## src/rtl/lsu_pkg.sv

```systemverilog
// Shared types and constants for the load/store unit: FSM state encoding,
// access-size encodings and the data_memory geometry.
package lsu_pkg;

    localparam int DMEM_ADDR_W = 8;
    localparam int DMEM_DATA_W = 8;

    localparam logic SIZE_BYTE = 1'b0;
    localparam logic SIZE_HALF = 1'b1;

    typedef enum logic [2:0] {
        IDLE,
        ISSUE0,
        ISSUE1,
        CAPT0,
        CAPT1,
        RESP
    } lsu_state_e;

endpackage

```

## src/rtl/load_store_unit.sv

```systemverilog
// Byte/halfword load-store unit sequencing a byte-wide data_memory with registered reads.
// Halfword support is compiled in only when LSU_HALFWORD_EN is defined.
module load_store_unit
    import lsu_pkg::*;
#(
    parameter int ADDR_W = DMEM_ADDR_W,
    parameter int DATA_W = DMEM_DATA_W
) (
    input  logic                  clk,
    input  logic                  rst_n,
    input  logic                  req_valid,
    output logic                  req_ready,
    input  logic                  req_we,
    input  logic                  req_size,
    input  logic [ADDR_W-1:0]     req_addr,
    input  logic [2*DATA_W-1:0]   req_wdata,
    output logic                  rsp_valid,
    input  logic                  rsp_ready,
    output logic [2*DATA_W-1:0]   rsp_rdata,
    output logic [ADDR_W-1:0]     mem_addr,
    output logic                  mem_we,
    output logic [DATA_W-1:0]     mem_wdata,
    input  logic [DATA_W-1:0]     mem_rdata
);

`ifdef LSU_HALFWORD_EN
    localparam int WD_W = 2 * DATA_W;
`else
    localparam int WD_W = DATA_W;
`endif

    lsu_state_e           state_q, state_d;
    logic                 we_q, we_d;
    logic [ADDR_W-1:0]    addr_q, addr_d;
    logic [WD_W-1:0]      wdata_q, wdata_d;
    logic [ADDR_W-1:0]    mem_addr_q, mem_addr_d;
    logic                 mem_we_q, mem_we_d;
    logic [DATA_W-1:0]    mem_wdata_q, mem_wdata_d;
    logic [DATA_W-1:0]    rdata_lo_q, rdata_lo_d;

`ifdef LSU_HALFWORD_EN
    logic                 size_q, size_d;
    logic [DATA_W-1:0]    rdata_hi_q, rdata_hi_d;
    logic [ADDR_W-1:0]    addr_inc;

    // Second byte address wraps naturally at the top of the address space.
    assign addr_inc  = addr_q + ADDR_W'(1);
    assign rsp_rdata = {rdata_hi_q, rdata_lo_q};
`else
    logic                 unused_ok;

    assign unused_ok = ^{req_size, req_wdata[2*DATA_W-1:DATA_W]};
    assign rsp_rdata = {{DATA_W{1'b0}}, rdata_lo_q};
`endif

    assign req_ready = (state_q == IDLE);
    assign rsp_valid = (state_q == RESP);
    assign mem_addr  = mem_addr_q;
    assign mem_we    = mem_we_q;
    assign mem_wdata = mem_wdata_q;

    // Memory-side signals are registered so they line up with the state they belong to.
    always_comb begin
        state_d     = state_q;
        we_d        = we_q;
        addr_d      = addr_q;
        wdata_d     = wdata_q;
        mem_addr_d  = mem_addr_q;
        mem_we_d    = 1'b0;
        mem_wdata_d = mem_wdata_q;
        rdata_lo_d  = rdata_lo_q;
`ifdef LSU_HALFWORD_EN
        size_d      = size_q;
        rdata_hi_d  = rdata_hi_q;
`endif
        unique case (state_q)
            IDLE: begin
                if (req_valid) begin
                    state_d     = ISSUE0;
                    we_d        = req_we;
                    addr_d      = req_addr;
                    wdata_d     = req_wdata[WD_W-1:0];
                    mem_addr_d  = req_addr;
                    mem_we_d    = req_we;
                    mem_wdata_d = req_wdata[DATA_W-1:0];
                    rdata_lo_d  = '0;
`ifdef LSU_HALFWORD_EN
                    size_d      = req_size;
                    rdata_hi_d  = '0;
`endif
                end
            end
            ISSUE0: begin
                state_d = RESP;
                if (!we_q) begin
                    state_d = CAPT0;
`ifdef LSU_HALFWORD_EN
                    // Present the upper address during CAPT0 so both reads overlap.
                    if (size_q == SIZE_HALF) begin
                        mem_addr_d = addr_inc;
                    end
`endif
                end
`ifdef LSU_HALFWORD_EN
                else if (size_q == SIZE_HALF) begin
                    state_d     = ISSUE1;
                    mem_addr_d  = addr_inc;
                    mem_we_d    = 1'b1;
                    mem_wdata_d = wdata_q[2*DATA_W-1:DATA_W];
                end
`endif
            end
`ifdef LSU_HALFWORD_EN
            ISSUE1: begin
                state_d = RESP;
            end
            CAPT1: begin
                rdata_hi_d = mem_rdata;
                state_d    = RESP;
            end
`endif
            CAPT0: begin
                rdata_lo_d = mem_rdata;
                state_d    = RESP;
`ifdef LSU_HALFWORD_EN
                if (size_q == SIZE_HALF) begin
                    state_d = CAPT1;
                end
`endif
            end
            RESP: begin
                if (rsp_ready) begin
                    state_d = IDLE;
                end
            end
            default: begin
                state_d = IDLE;
            end
        endcase
    end

    always_ff @(posedge clk or negedge rst_n) begin
        if (!rst_n) begin
            state_q     <= IDLE;
            we_q        <= 1'b0;
            addr_q      <= '0;
            wdata_q     <= '0;
            mem_addr_q  <= '0;
            mem_we_q    <= 1'b0;
            mem_wdata_q <= '0;
            rdata_lo_q  <= '0;
`ifdef LSU_HALFWORD_EN
            size_q      <= SIZE_BYTE;
            rdata_hi_q  <= '0;
`endif
        end else begin
            state_q     <= state_d;
            we_q        <= we_d;
            addr_q      <= addr_d;
            wdata_q     <= wdata_d;
            mem_addr_q  <= mem_addr_d;
            mem_we_q    <= mem_we_d;
            mem_wdata_q <= mem_wdata_d;
            rdata_lo_q  <= rdata_lo_d;
`ifdef LSU_HALFWORD_EN
            size_q      <= size_d;
            rdata_hi_q  <= rdata_hi_d;
`endif
        end
    end

endmodule

```

## config.mk

```make
export PLATFORM = sky130hd
export DESIGN_NAME = load_store_unit
export DESIGN_NICKNAME = d
export VERILOG_FILES = /design/src/rtl/lsu_pkg.sv /design/src/rtl/load_store_unit.sv
export SDC_FILE = /design/constraint.sdc
export NUM_CORES = 1
export LEC_CHECK = 0
export BUFFER_PORTS_ARGS = -buffer_cell sky130_fd_sc_hd__buf_2
export CORE_UTILIZATION = 40
export DETAILED_ROUTE_END_ITERATION = 7
export PLACE_DENSITY = 0.77
export SKIP_LAST_GASP = 1
export SLEW_MARGIN = 15
export SYNTH_ARGS = -nofsm -noshare
export SYNTH_HDL_FRONTEND = slang
export SYNTH_SLANG_ARGS = --single-unit
```

## constraint.sdc

```tcl
create_clock -name clk -period 2.9 [get_ports clk]
set_clock_uncertainty 0.2 [all_clocks]
set_input_delay 0.435 -clock clk [delete_from_list [all_inputs] [get_ports clk]]
set_output_delay 0.435 -clock clk [all_outputs]
set_load 0.03 [all_outputs]
```

# After elaboration in Yosys (flattened, before gate mapping)
# Index checks and enable logic that the tools add are counted.
# Widths: inputs -> output; s select.
dict set report word_totals {
  regBits 29
  latchBits 0
  ram_bits 0
  rom_bits 0
  inputBits 38
  output_inout_bits 35
  elab_cells 24
  memories 0
}
dict set report op_classes {
  add_sub_neg 0
  n_mul 0
  div_mod_pow 0
  order_cmp 0
  n_eq_ne 5
  n_shift 0
  n_mux 8
  bitwise 0
  n_reduce_logical 5
}
# operator n
set op_table {}
lappend op_table {{$pmux 8 s2} 1}
lappend op_table {{$pmux 3 s4} 1}
lappend op_table {{$mux 3} 3}
lappend op_table {{$mux 8} 1}
lappend op_table {{$reduce_and 2->1} 3}
lappend op_table {{$eq 3x1->1 const B} 1}
lappend op_table {{$eq 3x2->1 const B} 1}
lappend op_table {{$eq 3x3->1 const B} 1}
lappend op_table {{$logic_not 3->1} 1}
lappend op_table {{$mux 1} 2}
lappend op_table {{$ne 2x1->1 const B} 1}
lappend op_table {{$ne 2x2->1 const B} 1}
lappend op_table {{$reduce_bool 2->1} 1}

# Depth between registers and ports, before layout
# Gate-level depths: netlist of run 1.
dict set report depth {
  depth_word 3
  ltp_mapped 5
  mapped_depth_nobuf 3
}

# Worst setup path before layout of run 1
# OpenSTA, ideal clock, no wires.
dict set report synth_timing {
  kind {register -> output}
  start {reg state_q[1]}
  end {out req_ready}
  arrival_ps 1446
  required_time_ps 2265
  path_slack_ps 819
  path_stages_with_launch 4
  n_path_buf 2
  path_cell_list {dfrtp_1 clkbuf_1 buf_1 nor3_1}
}
dict set report synth_between {
  elab_chain_cells 1
}
# element line_no
set synth_lines {}
lappend synth_lines {{start, declared} load_store_unit.sv:32} ;# lsu_state_e state_q, state_d;
lappend synth_lines {{start signal, assigned} load_store_unit.sv:157} ;# state_q <= state_d;
lappend synth_lines {{$logic_not 3->1} load_store_unit.sv:56} ;# assign req_ready = (state_q == IDLE);
lappend synth_lines {{end, declared} load_store_unit.sv:12} ;# output logic req_ready,
# Every way passes these cells.

# Worst setup path after layout of run 1
# Same ends and word-level chain as after synthesis.

==> metrics.yaml, run 1 <==
yosys:
  ys_seq_area_frac: 0.581
  yosys.area_share.simple: 0.119
  yosysTopAreaCellShare: 0.581
  synth_compound_area_frac: 0.0621
  yosysUniqueCellTypes: 24
  syn_area_mm2: 0.00125
  synthMuxAreaShare: 0.153
  synthAdderAreaFrac: 0
  synth_top_family_by_area: "multiplexers"
  synthXorXnorAreaFrac: 0
  postSynthCellCount: 100
  synthTopCellsByArea: "dfrtp_1, mux2_2, buf_4, o22ai_1, nor3_1"
  synth_area_per_cell_um2: 12.5
  yosysWarnings: 0
  yosys.area.top_type: "dfrtp_1"
  ys_ff_latch: 29
placement:
  io_buffer_count: 55
  post-dp-hpwl_mm: 1.66
  gp_congestion: 0.780
critical_path:
  critPathArrivalTime_ns: 1.42
  reg2reg_to: "mem_wdata[6]"
  crit_path_end_kind: "output pin"
  rr_worst_depth: 3
  required_ns: 2.27
  critical_path_class: "reg -> out"
  start_kind: "register"
  r2r-start: "state_q[1]"
  crit_fanout: 16
  r2r_slack_ns: 1.04
sta:
  layout_min_cycle_time_ns: 2.05
  max_freq_ghz: 0.487
  slew_violations: 0
  rsz0062_at_grt: "false"
  tightestPinTransition_ns: 0.623
  hold_viol: 0
  fin_crit_sh: 0.708
  setup-tns-final_ns: 0
  relSlewSlack: 0.585
  whs_ns: 0.137
  setup_viol: 0
finish:
  area_growth_pct: 24.1
  drive_gt1_frac: 0.513
  diodes: 0
  fin_nets: 195
floorplan:
  rows: 19
  die_x_um: 57.9
  ios: 73
  initial_core_util: 0.438
  die_h_um: 57.9
  core-area_mm2: 0.00285
  die_area_mm2: 0.00335
clocking:
  htree_levels: 2
  post_cts_buffers: 0
  clockBufferDepth: 2
  clock-sinks: 29
  clk_latency_ns: 0.32
  cts_buffers: 5
  cts.reportedPaths.clkPinSlew_ns: 0.08
  root_buffer: "clkbuf_4"
  tritoncts: "yes"
power_and_ir_drop:
  power.share.sequential: 0.391
  vdd_drop_max_mv: 0.688
  p_leak_nw: 0.792
  p_int_mw: 1.01
  power_density_mw_per_mm2: 1190
  p_clk_frac: 0.111
  p_total_mw: 1.84
  p_comb_frac: 0.498
  switchingPower_uw: 831
  swShare: 0.451
grt:
  overflow: 0
  antenna_found_initial: 0
  grt_pass1_vias: 846
  grt_max_degree: 30
  grt_use_total: 0.155
  grt_pass1_wl_mm: 3.75
route:
  detail-route-antenna-nets: 0
  num_vias: 939
  wire_per_inst_um: 12.4
  totalWireLength_mm: 2.33
  drc_errors: 7
  drt_iter0_drc: 47
  drt_pass1_iterations: 6
  vias_per_cell: 5.02
outcome:
  run_status: "finished, violations left"
  violations: "DRC"
job:
  maxCapViolCount: 0
min_path:
  hold_path.startpoint: "req_we"
  hold_path_depth: 2
  holdPathEnd: "mem_we"
  hp-class: "in -> reg"
==> worst max-delay path: stages, from the launching register on <==
cell     delay, ns
dfrtp_1       0.58
nor3_1        0.29
buf_2         0.23
==> worst max-delay path by stage <==
stage / cells past startpoint / from / slack, ns / endpoint
2_1_floorplan: 3 / state_q[1] / 0.82 / req_ready
3_3_place_gp: 5 / req_valid / 1.06 / mem_wdata[2]
3_5_place_dp: 5 / req_valid / 1.02 / mem_wdata[7]
4_1_cts: 2 / state_q[1] / 0.81 / req_ready
5_1_grt: 2 / state_q[1] / 0.71 / req_ready
6_report: 2 / state_q[1] / 0.85 / req_ready
==> repair_timing <==
item / 4_1_cts / 5_1_grt
hold buffers: 1 / 0
hold endpoints to repair: 29 / 0
gates resized for setup: 0 / 0
==> kinds of logic after synthesis <==
group	Yosys count
compound gates	12
other cells	1
buf+inv	15
mux	17
flops	29
simple gates	26
==> flip-flops by register name, summed over array words and instances (netlist names) <==
signal and flops:
mem_addr 8, mem_wdata 8, rdata_lo_q 8, state_q 3, mem_we 1, we_q 1
==> power by group through the flow <==
| stage | Combinational, mW | Clock (mW) | Sequential, mW |
|---|---|---|---|
| 4_1_cts | 0.928 | 0.220 | 0.725 |
| 6_report | 0.918 | 0.205 | 0.722 |
| 3_5_place_dp | 0.927 | 0 | 0.729 |
| 2_1_floorplan | 0.424 | 0 | 0.996 |
| 5_1_grt | 0.989 | 0.244 | 0.752 |
| 3_3_place_gp | 0.907 | 0 | 0.716 |
==> cells in the final DEF (no fill, tap or decap), types with 2 or more instances in the layout <==
cell	n
clkbuf_4	5
nor3_1	9
o22ai_1	8
o21bai_1	2
conb_1	8
buf_2	55
dfrtp_1	29
mux2_2	16
nor2_1	9
==> final cells by class <==
cell class / count / area [um^2]
clock inverter: 1 / 5.00
timing repair buffer: 57 / 293
inverter: 1 / 3.75
clock buffer: 5 / 37.5
multi-input combinational: 63 / 448
sequential: 29 / 726
fill: 267 / 1300
tap: 31 / 38.8
==> metrics by stage <==
| step | std cells | cell area [um^2] | setup slack, ns | utilization |
|---|---|---|---|---|
| finish | 187 | 1550 | 0.846 | 0.544 |
| global route | 187 | 1550 | 0.710 | 0.544 |
| CTS | 187 | 1550 | 0.809 | 0.544 |
| detailed placement | 180 | 1500 | 1.02 | 0.525 |
| global placement | 180 | 1500 | 1.06 | 0.525 |
| floorplan | 107 | 1280 | 0.819 | - |
==> layer usage <==
metal  share of wire  track usage
met5               0            0
met4           0.015       0.0612
met3            0.12       0.0826
met2            0.44        0.235
met1            0.42        0.188
==> cell usage after synthesis <==
master / count
buf_6: 2
mux2_1: 1
and2_1: 1
a21boi_0: 1
o22ai_1: 8
nor2b_2: 1
inv_1: 1
nor3b_4: 1
conb_1: 1
and2b_1: 1
dfrtp_1: 29
buf_2: 1
buf_1: 1
nor2_1: 9
clkbuf_1: 2
buf_4: 8
nand2_1: 1
nor4b_1: 1
a21oi_1: 1
o21bai_1: 2
and3b_1: 1
nand3b_1: 1
mux2_2: 16
nor3_1: 9
Power figures use the tool's default switching activity.
==> run 2, diff against run 1 <==
Settings changed: ABC_AREA set to 1, PLACE_DENSITY 0.77 to 0.76.
Clock period 2.9 ns to 1.9 ns, I/O delays scaled along.
==> run 2 against run 1 <==
Net effect: the flow now finishes without violations; die area rose by 5.3%; first-iteration DRC count fell by 55%; global-route usage up 1.7 points; via count rose by 14%; design area grew 17%; non-clock buffer count is 16 higher; count of clock-buffer cells in the layout up 2; critical path depth up 2; synthesized cell count is 36% higher; core utilization grew 4.1 points; register-to-register slack got worse by 0.63 ns; worst setup slack got worse by 0.71 ns.
==> metrics.yaml, run 2 <==
outcome:
  run_status: "completed"  # was finished, violations left
floorplan:
  die_x_um: 59.4  # was 57.9 um
  die_area_mm2: 0.00353  # was 0.00335 mm^2
  core-area_mm2: 0.00310  # was 0.00285 mm^2
  initial_core_util: 0.425  # was 0.438
  rows: 20  # was 19
  ios: 73  # unchanged
  die_h_um: 59.4  # was 57.9 um
grt:
  grtUsageMet1: 0.190  # was 0.188
  globalRouteMet3Util: 0.0415  # was 0.0826
  grt_pass1_wl_mm: 4.35  # was 3.75 mm
  grt_use_total: 0.173  # was 0.155
  overflow: 0  # unchanged
  grt_pass1_vias: 1040  # was 846
  grt-busiest-layer: "met2"  # unchanged
  grt_max_degree: 36  # was 30
  antenna_found_initial: 0  # unchanged
  use_met2: 0.295  # was 0.235
yosys:
  postSynthCellCount: 136  # was 100
  yosysWarnings: 0  # unchanged
  synth_common_cells: "nand2_1, dfrtp_1, inv_1, o21ai_2"  # was dfrtp_1, mux2_2, nor2_1, nor3_1
  synthFlopType: "dfrtp_1"  # unchanged
  syn_area_mm2: 0.00132  # was 0.00125 mm^2
  async_reset_ff_frac: 1.00  # unchanged
  ys_ff_latch: 29  # unchanged
  synthTopCellsByArea: "dfrtp_1, o21ai_2, nand2_1, inv_1, buf_4"  # was dfrtp_1, mux2_2, buf_4, o22ai_1, nor3_1
  ys_seq_area_frac: 0.550  # was 0.581
  yosysTopAreaCellShare: 0.550  # was 0.581
  synth_area_per_cell_um2: 9.70  # was 12.5 um^2
  post-synth-top-count-cell: "nand2_1"  # was dfrtp_1
  yosysUniqueCellTypes: 18  # was 24
  synth_edf_count: 0  # unchanged
  yosys.area.top_type: "dfrtp_1"  # unchanged
critical_path:
  start_kind: "register"  # unchanged
  required_ns: 1.41  # was 2.27 ns
  critical_path_class: "reg -> out"  # unchanged
  critPathArrivalTime_ns: 1.28  # was 1.42 ns
  rr_worst_depth: 5  # was 3
  crit_path_end_kind: "output pin"  # unchanged
  crit_fanout: 6  # was 16
finish:
  final_cells: 255  # was 187
  layout_common_cells: "buf_2, nand2_1, dfrtp_1"  # was buf_2, dfrtp_1, mux2_2
  mostFrequentLayoutCell: "buf_2"  # unchanged
  fillers: 291  # was 267
  diodes: 0  # unchanged
  finalInstanceArea_mm2: 0.00182  # was 0.00155 mm^2
  area_growth_pct: 37.7  # was 24.1%
  drive_gt1_frac: 0.403  # was 0.513
  fin_nets: 249  # was 195
power_and_ir_drop:
  vdd_drop_max_mv: 0.766  # was 0.688 mV
  p_leak_nw: 1.05  # was 0.792 nW
  power_density_mw_per_mm2: 1540  # was 1190 mW/mm^2
clocking:
  cts.reportedPaths.clkPinSlew_ns: 0.09  # was 0.08 ns
  tritoncts: "yes"  # unchanged
  htree_levels: 2  # unchanged
  clockBufferDepth: 2  # unchanged
  post_cts_buffers: 0  # unchanged
  clock-sinks: 29  # unchanged
  clk_latency_ns: 0.31  # was 0.32 ns
  cts_buffers: 5  # unchanged
  post_cts_resized: 0  # unchanged
  hold_buffers: 17  # was 1
  root_buffer: "clkbuf_4"  # unchanged
placement:
  io_buffer_count: 55  # unchanged
  place_area_mm2: 0.00159  # was 0.00150 mm^2
  post-dp-hpwl_mm: 1.70  # was 1.66 mm
  placed_cells: 231  # was 180
  gp_congestion: 0.780  # about the same
route:
  detail-route-antenna-nets: 0  # unchanged
  num_vias: 1074  # was 939
  totalWireLength_mm: 2.57  # was 2.33 mm
  vias_per_cell: 4.21  # was 5.02
  drt_iter0_drc: 21  # was 47
  wire_per_inst_um: 10.1  # was 12.4 um
  drt_pass1_iterations: 4  # was 6
  drc_errors: 0  # was 7
sta:
  layout_min_cycle_time_ns: 1.77
  rsz0062_at_grt: "false"  # unchanged
  setup_viol: 0  # unchanged
  slew_violations: 0  # unchanged
  tightestPinTransition_ns: 0.635  # was 0.623 ns
  hold_viol: 0  # unchanged
  max_freq_ghz: 0.566
  relSlewSlack: 0.577  # was 0.585
  fin_crit_sh: 0.930
  setup-tns-final_ns: 0  # unchanged
job:
  maxCapViolCount: 0  # unchanged
min_path:
  hold_path_depth: 3  # was 2
  hp-class: "in -> reg"  # unchanged
[run 2: changes by cell type in the layout (fill, tap and decap cells not counted), moves of 5 or more]
| cell | before | now |
|---|---|---|
| inv_1 | 1 | 19 |
| o22ai_1 | 8 | 0 |
| nor3_1 | 9 | 1 |
| dlygate4sd3_1 | 1 | 17 |
| nand3_1 | 0 | 8 |
| nand2_1 | 1 | 35 |
| o21ai_2 | 0 | 17 |
| nor2_1 | 9 | 4 |
| mux2_2 | 16 | 0 |
[run 2: cell families (layout without fill, tap and decap cells)]
kind of cell	Yosys count	after routing	synth area share
flops	29	29	0.550
simple gates	54	54	0.187
compound gates	19	19	0.120
buf+inv	33	101	0.139
other cells	1	8	0.00284
[run 2: path summary, 6_finish.rpt]
check                               endpoint  slack (ns)         from
worst min register to register    state_q[1]        0.26         we_q
worst min-delay path             mem_addr[2]        0.01  req_addr[2]
min in group asynchronous       mem_wdata[7]        0.34        rst_n
worst max-delay path               req_ready        0.13   state_q[1]
worst max register to register  mem_wdata[4]        0.41   state_q[1]
max in group asynchronous             mem_we        0.74        rst_n
[run 2: power breakdown]
part	total [mW]	switching [mW]	internal, mW
Sequential	1.03	0.154	0.878
Clock	0.366	0.192	0.174
Combinational	1.40	0.953	0.444
Total	2.79	1.30	1.50
[run 2: routing by layer]
metal,share of wire,vias to the layer above,wire (um)
met2,0.51,37,1300
met1,0.43,472,1100
met3,0.037,8,96
met5,0,-,0
met4,0.026,0,68
li1,-,557,-
[run 2: critical path, stage by stage (launching register included)]
cell	delay, ns
dfrtp_1	0.47
nor2_4	0.18
nand2_1	0.08
inv_1	0.05
buf_2	0.18
[run 2: cell type report]
cell class | instances | area [um^2] | area share
clock buffer | 7 | 55.1 | 0.0303
inverter | 21 | 78.8 | 0.0434
multi-input combinational | 81 | 435 | 0.240
sequential | 29 | 726 | 0.400
tap | 44 | 55.1 | 0.0303
timing repair buffer | 73 | 465 | 0.256
[run 2: metrics by stage]
step           utilization  total power, mW  worst slack, ns  hold slack, ns
4_1_cts              0.585             2.83            0.113         0.00144
3_5_place_dp         0.513             2.43            0.422           0.141
2_1_floorplan            -             2.07            0.256          -0.211
5_1_grt              0.585             3.01           0.0198         0.00105
6_report             0.585             2.79            0.133          0.0110
3_3_place_gp         0.513             2.40            0.449           0.150
